<file path="src/rtl/fir_out_decim_fifo.sv">
// Decimating output stage for the FIR: keeps every DECIM-th valid sample,
// rounds/saturates it to the output width and buffers it in a small FIFO
// drained through a valid/ready interface.
module fir_out_decim_fifo #(
  parameter int unsigned WIDTH_data = 24,
  parameter int unsigned WIDTH_out  = 16,
  parameter int unsigned DECIM      = 4,
  parameter int unsigned DEPTH      = 8
) (
  input  logic                     clk,
  input  logic                     reset,
  input  logic                     in_valid,
  input  logic [WIDTH_data-1:0]    data_in,
  input  logic                     out_ready,
  output logic                     out_valid,
  output logic [WIDTH_out-1:0]     data_out,
  output logic [$clog2(DEPTH):0]   fill_level,
  output logic                     overflow,
  input  logic                     clr_ovf
);

  localparam int unsigned Drop  = WIDTH_data - WIDTH_out;
  localparam int unsigned PhW   = (DECIM > 1) ? $clog2(DECIM) : 1;
  localparam int unsigned AddrW = $clog2(DEPTH);
  localparam int unsigned ExtW  = WIDTH_data + 1;

  localparam logic signed [ExtW-1:0] Half   = ExtW'(1) << (Drop - 1);
  localparam logic signed [ExtW-1:0] MaxPos = (ExtW'(1) << (WIDTH_out - 1)) - ExtW'(1);
  localparam logic signed [ExtW-1:0] MinNeg = ExtW'(0) - (ExtW'(1) << (WIDTH_out - 1));
  localparam logic [WIDTH_out-1:0]   SatPos = {1'b0, {(WIDTH_out - 1){1'b1}}};
  localparam logic [WIDTH_out-1:0]   SatNeg = {1'b1, {(WIDTH_out - 1){1'b0}}};
  localparam logic [AddrW:0]         FullLvl = (AddrW + 1)'(DEPTH);

  logic [PhW-1:0]        phase_q, phase_d;
  logic                  keep;
  logic signed [ExtW-1:0] ext, sum, shr;
  logic [WIDTH_out-1:0]  sat;
  logic                  s1_valid_q;
  logic [WIDTH_out-1:0]  s1_data_q;
  logic [WIDTH_out-1:0]  mem_q [DEPTH];
  logic [AddrW-1:0]      wr_ptr_q, rd_ptr_q;
  logic [AddrW:0]        fill_q, fill_d;
  logic                  ovf_q, ovf_d;
  logic                  full, pop, push, drop;

  // Decimation phase: advances on valid input only, a sample is kept at phase 0
  always_comb begin
    phase_d = phase_q;
    if (in_valid) begin
      phase_d = (phase_q == PhW'(DECIM - 1)) ? '0 : phase_q + PhW'(1);
    end
    keep = in_valid && (phase_q == '0);
  end

  // Round half up, then clamp to the signed output range
  always_comb begin
    ext = signed'({data_in[WIDTH_data-1], data_in});
    sum = ext + Half;
    shr = sum >>> Drop;
    if (shr > MaxPos) begin
      sat = SatPos;
    end else if (shr < MinNeg) begin
      sat = SatNeg;
    end else begin
      sat = shr[WIDTH_out-1:0];
    end
  end

  // FIFO control; a full FIFO still accepts a write when a pop frees a slot
  always_comb begin
    full   = (fill_q == FullLvl);
    pop    = out_valid && out_ready;
    push   = s1_valid_q && (!full || pop);
    drop   = s1_valid_q && full && !pop;
    fill_d = fill_q;
    if (push && !pop) begin
      fill_d = fill_q + (AddrW + 1)'(1);
    end else if (pop && !push) begin
      fill_d = fill_q - (AddrW + 1)'(1);
    end
    ovf_d = ovf_q;
    if (drop) begin
      ovf_d = 1'b1;
    end else if (clr_ovf) begin
      ovf_d = 1'b0;
    end
  end

  // Phase counter, stage-1 register, pointers, occupancy and sticky overflow
  always_ff @(posedge clk) begin
    if (reset) begin
      phase_q    <= '0;
      s1_valid_q <= 1'b0;
      s1_data_q  <= '0;
      wr_ptr_q   <= '0;
      rd_ptr_q   <= '0;
      fill_q     <= '0;
      ovf_q      <= 1'b0;
    end else begin
      phase_q    <= phase_d;
      s1_valid_q <= keep;
      if (keep) begin
        s1_data_q <= sat;
      end
      if (push) begin
        wr_ptr_q <= wr_ptr_q + AddrW'(1);
      end
      if (pop) begin
        rd_ptr_q <= rd_ptr_q + AddrW'(1);
      end
      fill_q <= fill_d;
      ovf_q  <= ovf_d;
    end
  end

  // Storage array; contents are only observed through the occupancy gate
  always_ff @(posedge clk) begin
    if (push) begin
      mem_q[wr_ptr_q] <= s1_data_q;
    end
  end

  // Head of FIFO, forced to zero while empty so nothing undefined leaks out
  always_comb begin
    out_valid  = (fill_q != '0);
    data_out   = out_valid ? mem_q[rd_ptr_q] : '0;
    fill_level = fill_q;
    overflow   = ovf_q;
  end

endmodule

</file>
<file path="config.mk">
export PLATFORM = sky130hd
export DESIGN_NAME = fir_out_decim_fifo
export DESIGN_NICKNAME = d
export VERILOG_FILES = /design/src/rtl/fir_out_decim_fifo.sv
export SDC_FILE = /design/constraint.sdc
export NUM_CORES = 1
export LEC_CHECK = 0
export CAP_MARGIN = 20
export CORE_UTILIZATION = 52
export CTS_BUF_LIST = sky130_fd_sc_hd__clkbuf_16
export DETAILED_ROUTE_END_ITERATION = 6
export GPL_ROUTABILITY_DRIVEN = 0
export GPL_TIMING_DRIVEN = 0
export PLACE_DENSITY = 0.81
export SYNTH_ARGS = -nofsm -noshare
export SYNTH_HDL_FRONTEND = slang
export SYNTH_SLANG_ARGS = --single-unit
</file>
<file path="constraint.sdc">
create_clock -name clk -period 2.7 [get_ports clk]
set_input_delay 0.54 -clock clk [delete_from_list [all_inputs] [get_ports clk]]
set_output_delay 0.54 -clock clk [all_outputs]
set_load 0.01 [all_outputs]
</file>
==> results.toml <==
[outcome]
run_status = "finished clean"

[setup_path]
critical_path.reg2reg.endpoint = "fill_level[3]"
r2r_slack_ns = 0.18
worstPathRequired_ns = 2.16
cp_capture_type = "primary output"
ff2ff_path_depth = 12
crit_fanout = 8
start_kind = "register"
worst_ep_arrival_time_ns = 2.13
critical_path.reg2reg.startpoint = "fill_level[3]"
worstSetupPathType = "reg -> out"

[pwr]
vdd_ir_drop_max_v = 0.000457
power.switching_fraction_pct = 27.4
p_leak_nw = 2.75
pwr-share-seq_pct = 42.1
power_density_nw_per_um2 = 861
comb_power_share_pct = 24.7
p_sw_w = 0.00193
clockPowerShare_pct = 33.2
power_report.internal_total_w = 0.00511

[yosys]
syn-mean-instance-area_sq_um = 16.1
post_synth_main_area_contributors = "sky130_fd_sc_hd__edfxtp_1 (58%), sky130_fd_sc_hd__mux4_2 (11%), sky130_fd_sc_hd__dfxtp_1 (10%), sky130_fd_sc_hd__mux2i_1 (3.0%), sky130_fd_sc_hd__nor2_1 (2.7%)"
synth_cell_type_count = 44
synthMostInstantiatedCell = "sky130_fd_sc_hd__edfxtp_1"
area_of_the_mapped_netlist_sq_um = 6590
yosys_most_used_dff = "sky130_fd_sc_hd__edfxtp_1"
count_of_flip_flops_with_a_built_in_enable_after_synthesis = 128
synthesis.yosys.warnings = 0
yosysTopAreaCellShare_pct = 58.3
ys_ff_latch = 161
synthTopCellsByCount = "sky130_fd_sc_hd__edfxtp_1 (128), sky130_fd_sc_hd__nor2_1 (48), sky130_fd_sc_hd__dfxtp_1 (33), sky130_fd_sc_hd__mux4_2 (32), sky130_fd_sc_hd__mux2i_1 (20)"
async_reset_ff_share_pct = 0
syn-num-nets = 448
synth-seq-area-share_pct = 68.4
yosys.area.top_type = "sky130_fd_sc_hd__edfxtp_1"
synth_cells = 410

[global_route]
grt_first_pass_wirelength_um = 21100
overflow = 0
total_global_route_track_usage_pct = 22.9
via_count_of_the_first_global_routing_pass = 3795
grt_start_max_net_pins = 17
grt_antenna_before_repair = 0

[final_layout]
layout-drive-gt1-share_pct = 25.5
num-nets-final = 531
n_antenna_cell = 0
final_design_area_no_fill_sq_um = 8180
fill_cells = 781
layout-area-overhead-vs-synth_pct = 24.2

[cts]
cts_tree = "yes"
clock-root-buffer = "sky130_fd_sc_hd__clkbuf_16"
level_count_of_the_clock_h_tree = 4
clock_insertion_delay_worst_skew_ns = 0.42
clock_sinks = 161
cts-hold-fix-buffers = 0
clock_path_buffers = 2
worst_setup_hold_path_clk_slew_ns = 0.06
tritoncts.num_buffers = 17

[floorplan]
core-area_sq_um = 12200
die_h_um = 115
standard_cell_rows = 40
design.die.area_sq_um = 13100
fp.dieW_um = 115
ios = 51
start_util_pct = 54.2

[run]
cap_viol_max_count = 0

[placement]
dpl_cell_area_sq_um = 7350
detailed_placement_wirelength_estimate_um = 8420
port_buffers = 43
place_ws_ns = -0.587

[timing]
finalClockSkew_ns = 0.00658
setup-violations-final = 0
finalMaxSlewViolations = 0
timing.hold.ws_ns = 0.481
min_period_over_period_pct = 98.8
finalHoldViolations = 0
worst_slew_margin_pct = 29.0
worst-slew-pin-transition_ns = 1.06
totalNegativeSetupSlack_ns = 0
worst_path_setup_slack_after_routing_ns = 0.0326
layout_min_cycle_time_ns = 2.67
grt_setup_unrepaired = "yes"
max_clock_freq_mhz = 375

[drt]
drt_pass1_iterations = 5
initialDrtViolationCount = 359
drt_total_wl_um = 14000
vias = 3885
antenna_violation_net_count_after_detailed_routing = 0
detail_route.wl_per_cell_um = 20.8
via_per_inst = 5.77
drc = 0

[worst_hold_path]
hold-path-cell-count = 2
timing.hold.worst.class = "reg -> reg"
hold_start = "overflow"
min_to = "overflow"
-- power groups by stage --
stage / logic, W / registers, W / clock network (W)
2_1_floorplan: 0.000912 / 0.00295 / 0
3_3_place_gp: 0.00148 / 0.00297 / 0
3_5_place_dp: 0.00153 / 0.00298 / 0
4_1_cts: 0.00168 / 0.00295 / 0.00236
5_1_grt: 0.00187 / 0.00298 / 0.00247
6_report: 0.00174 / 0.00297 / 0.00234
-- flip-flops by register name, indices dropped and copies added, names as in the netlist, named ones only --
register	cells
mem_q	128
s1_data_q	16
overflow	1
phase_q	2
s1_valid_q	1
rd_ptr_q	3
fill_level	4
wr_ptr_q	3
-- area by class of cell --
type                    instances  area, sq um  share of cell area, %
inverters                       8         30.0                  0.367
plain buffers                  13          151                   1.85
clock inverters                14          159                   1.94
clock buffers                  17          425                   5.20
multi-input cells             226         2060                   25.2
repair buffers                 66          634                   7.75
well taps                     168          210                   2.57
flip-flops and latches        161         4510                   55.2
-- routing by layer --
layer / up-vias / track usage (%) / share of wire (%)
met1: 1914 / 29.9 / 41
met4: 0 / 9.78 / 2.7
li1: 1767 / - / -
met3: 32 / 4.76 / 6.5
met5: - / 0 / 0
met2: 172 / 37.5 / 49
-- cells by family after synthesis --
kind of cell	synth area share (%)
xor+xnor	2.26
simple gates	7.81
fa+ha+maj	1.82
buf+inv	1.65
mux	14.1
flops	68.4
compound gates	3.93
-- stage by stage --
step,util (%),total power (W),cells
6_report,67.3,0.00704,673
5_1_grt,67.3,0.00732,673
4_1_cts,66.8,0.00699,667
3_5_place_dp,60.4,0.00451,626
3_3_place_gp,59.6,0.00445,621
2_1_floorplan,-,0.00386,410
-- critical path: stages, from the launching register on --
cell	delay, ns
sky130_fd_sc_hd__dfxtp_4	0.44
sky130_fd_sc_hd__buf_12	0.15
sky130_fd_sc_hd__buf_4	0.14
sky130_fd_sc_hd__mux4_2	0.49
sky130_fd_sc_hd__mux2i_1	0.19
sky130_fd_sc_hd__nor2_1	0.06
sky130_fd_sc_hd__clkdlybuf4s15_1	0.23
-- what timing repair did --
item                       CTS  global route
setup endpoints to repair   66            24
setup buffers               12             6
resized for setup           57            13
pin swaps                    1             1
-- cell usage in the layout (no fill, tap or decap), types with 9 or more instances in the layout --
cell,instances
sky130_fd_sc_hd__clkdlybuf4s50_1,27
sky130_fd_sc_hd__buf_4,15
sky130_fd_sc_hd__a21oi_1,12
sky130_fd_sc_hd__a211oi_1,9
sky130_fd_sc_hd__dfxtp_1,28
sky130_fd_sc_hd__xor2_1,12
sky130_fd_sc_hd__mux4_2,32
sky130_fd_sc_hd__inv_1,9
sky130_fd_sc_hd__edfxtp_1,128
sky130_fd_sc_hd__nand2_1,19
sky130_fd_sc_hd__clkbuf_16,17
sky130_fd_sc_hd__mux2i_1,16
sky130_fd_sc_hd__nor2_1,42
-- how the worst max path moves through the flow --
stage / slack (ns) / endpoint / depth (start not counted)
6_report: 0.03 / data_out[9] / 6
2_1_floorplan: 0.14 / fill_level[3] / 11
4_1_cts: 0.0004 / data_out[7] / 6
3_5_place_dp: -0.59 / fill_level[3] / 11
3_3_place_gp: -0.94 / mem_q[3][5] / 5
5_1_grt: -0.03 / fill_level[3] / 11
No activity file was read; power rests on OpenSTA's default activity.
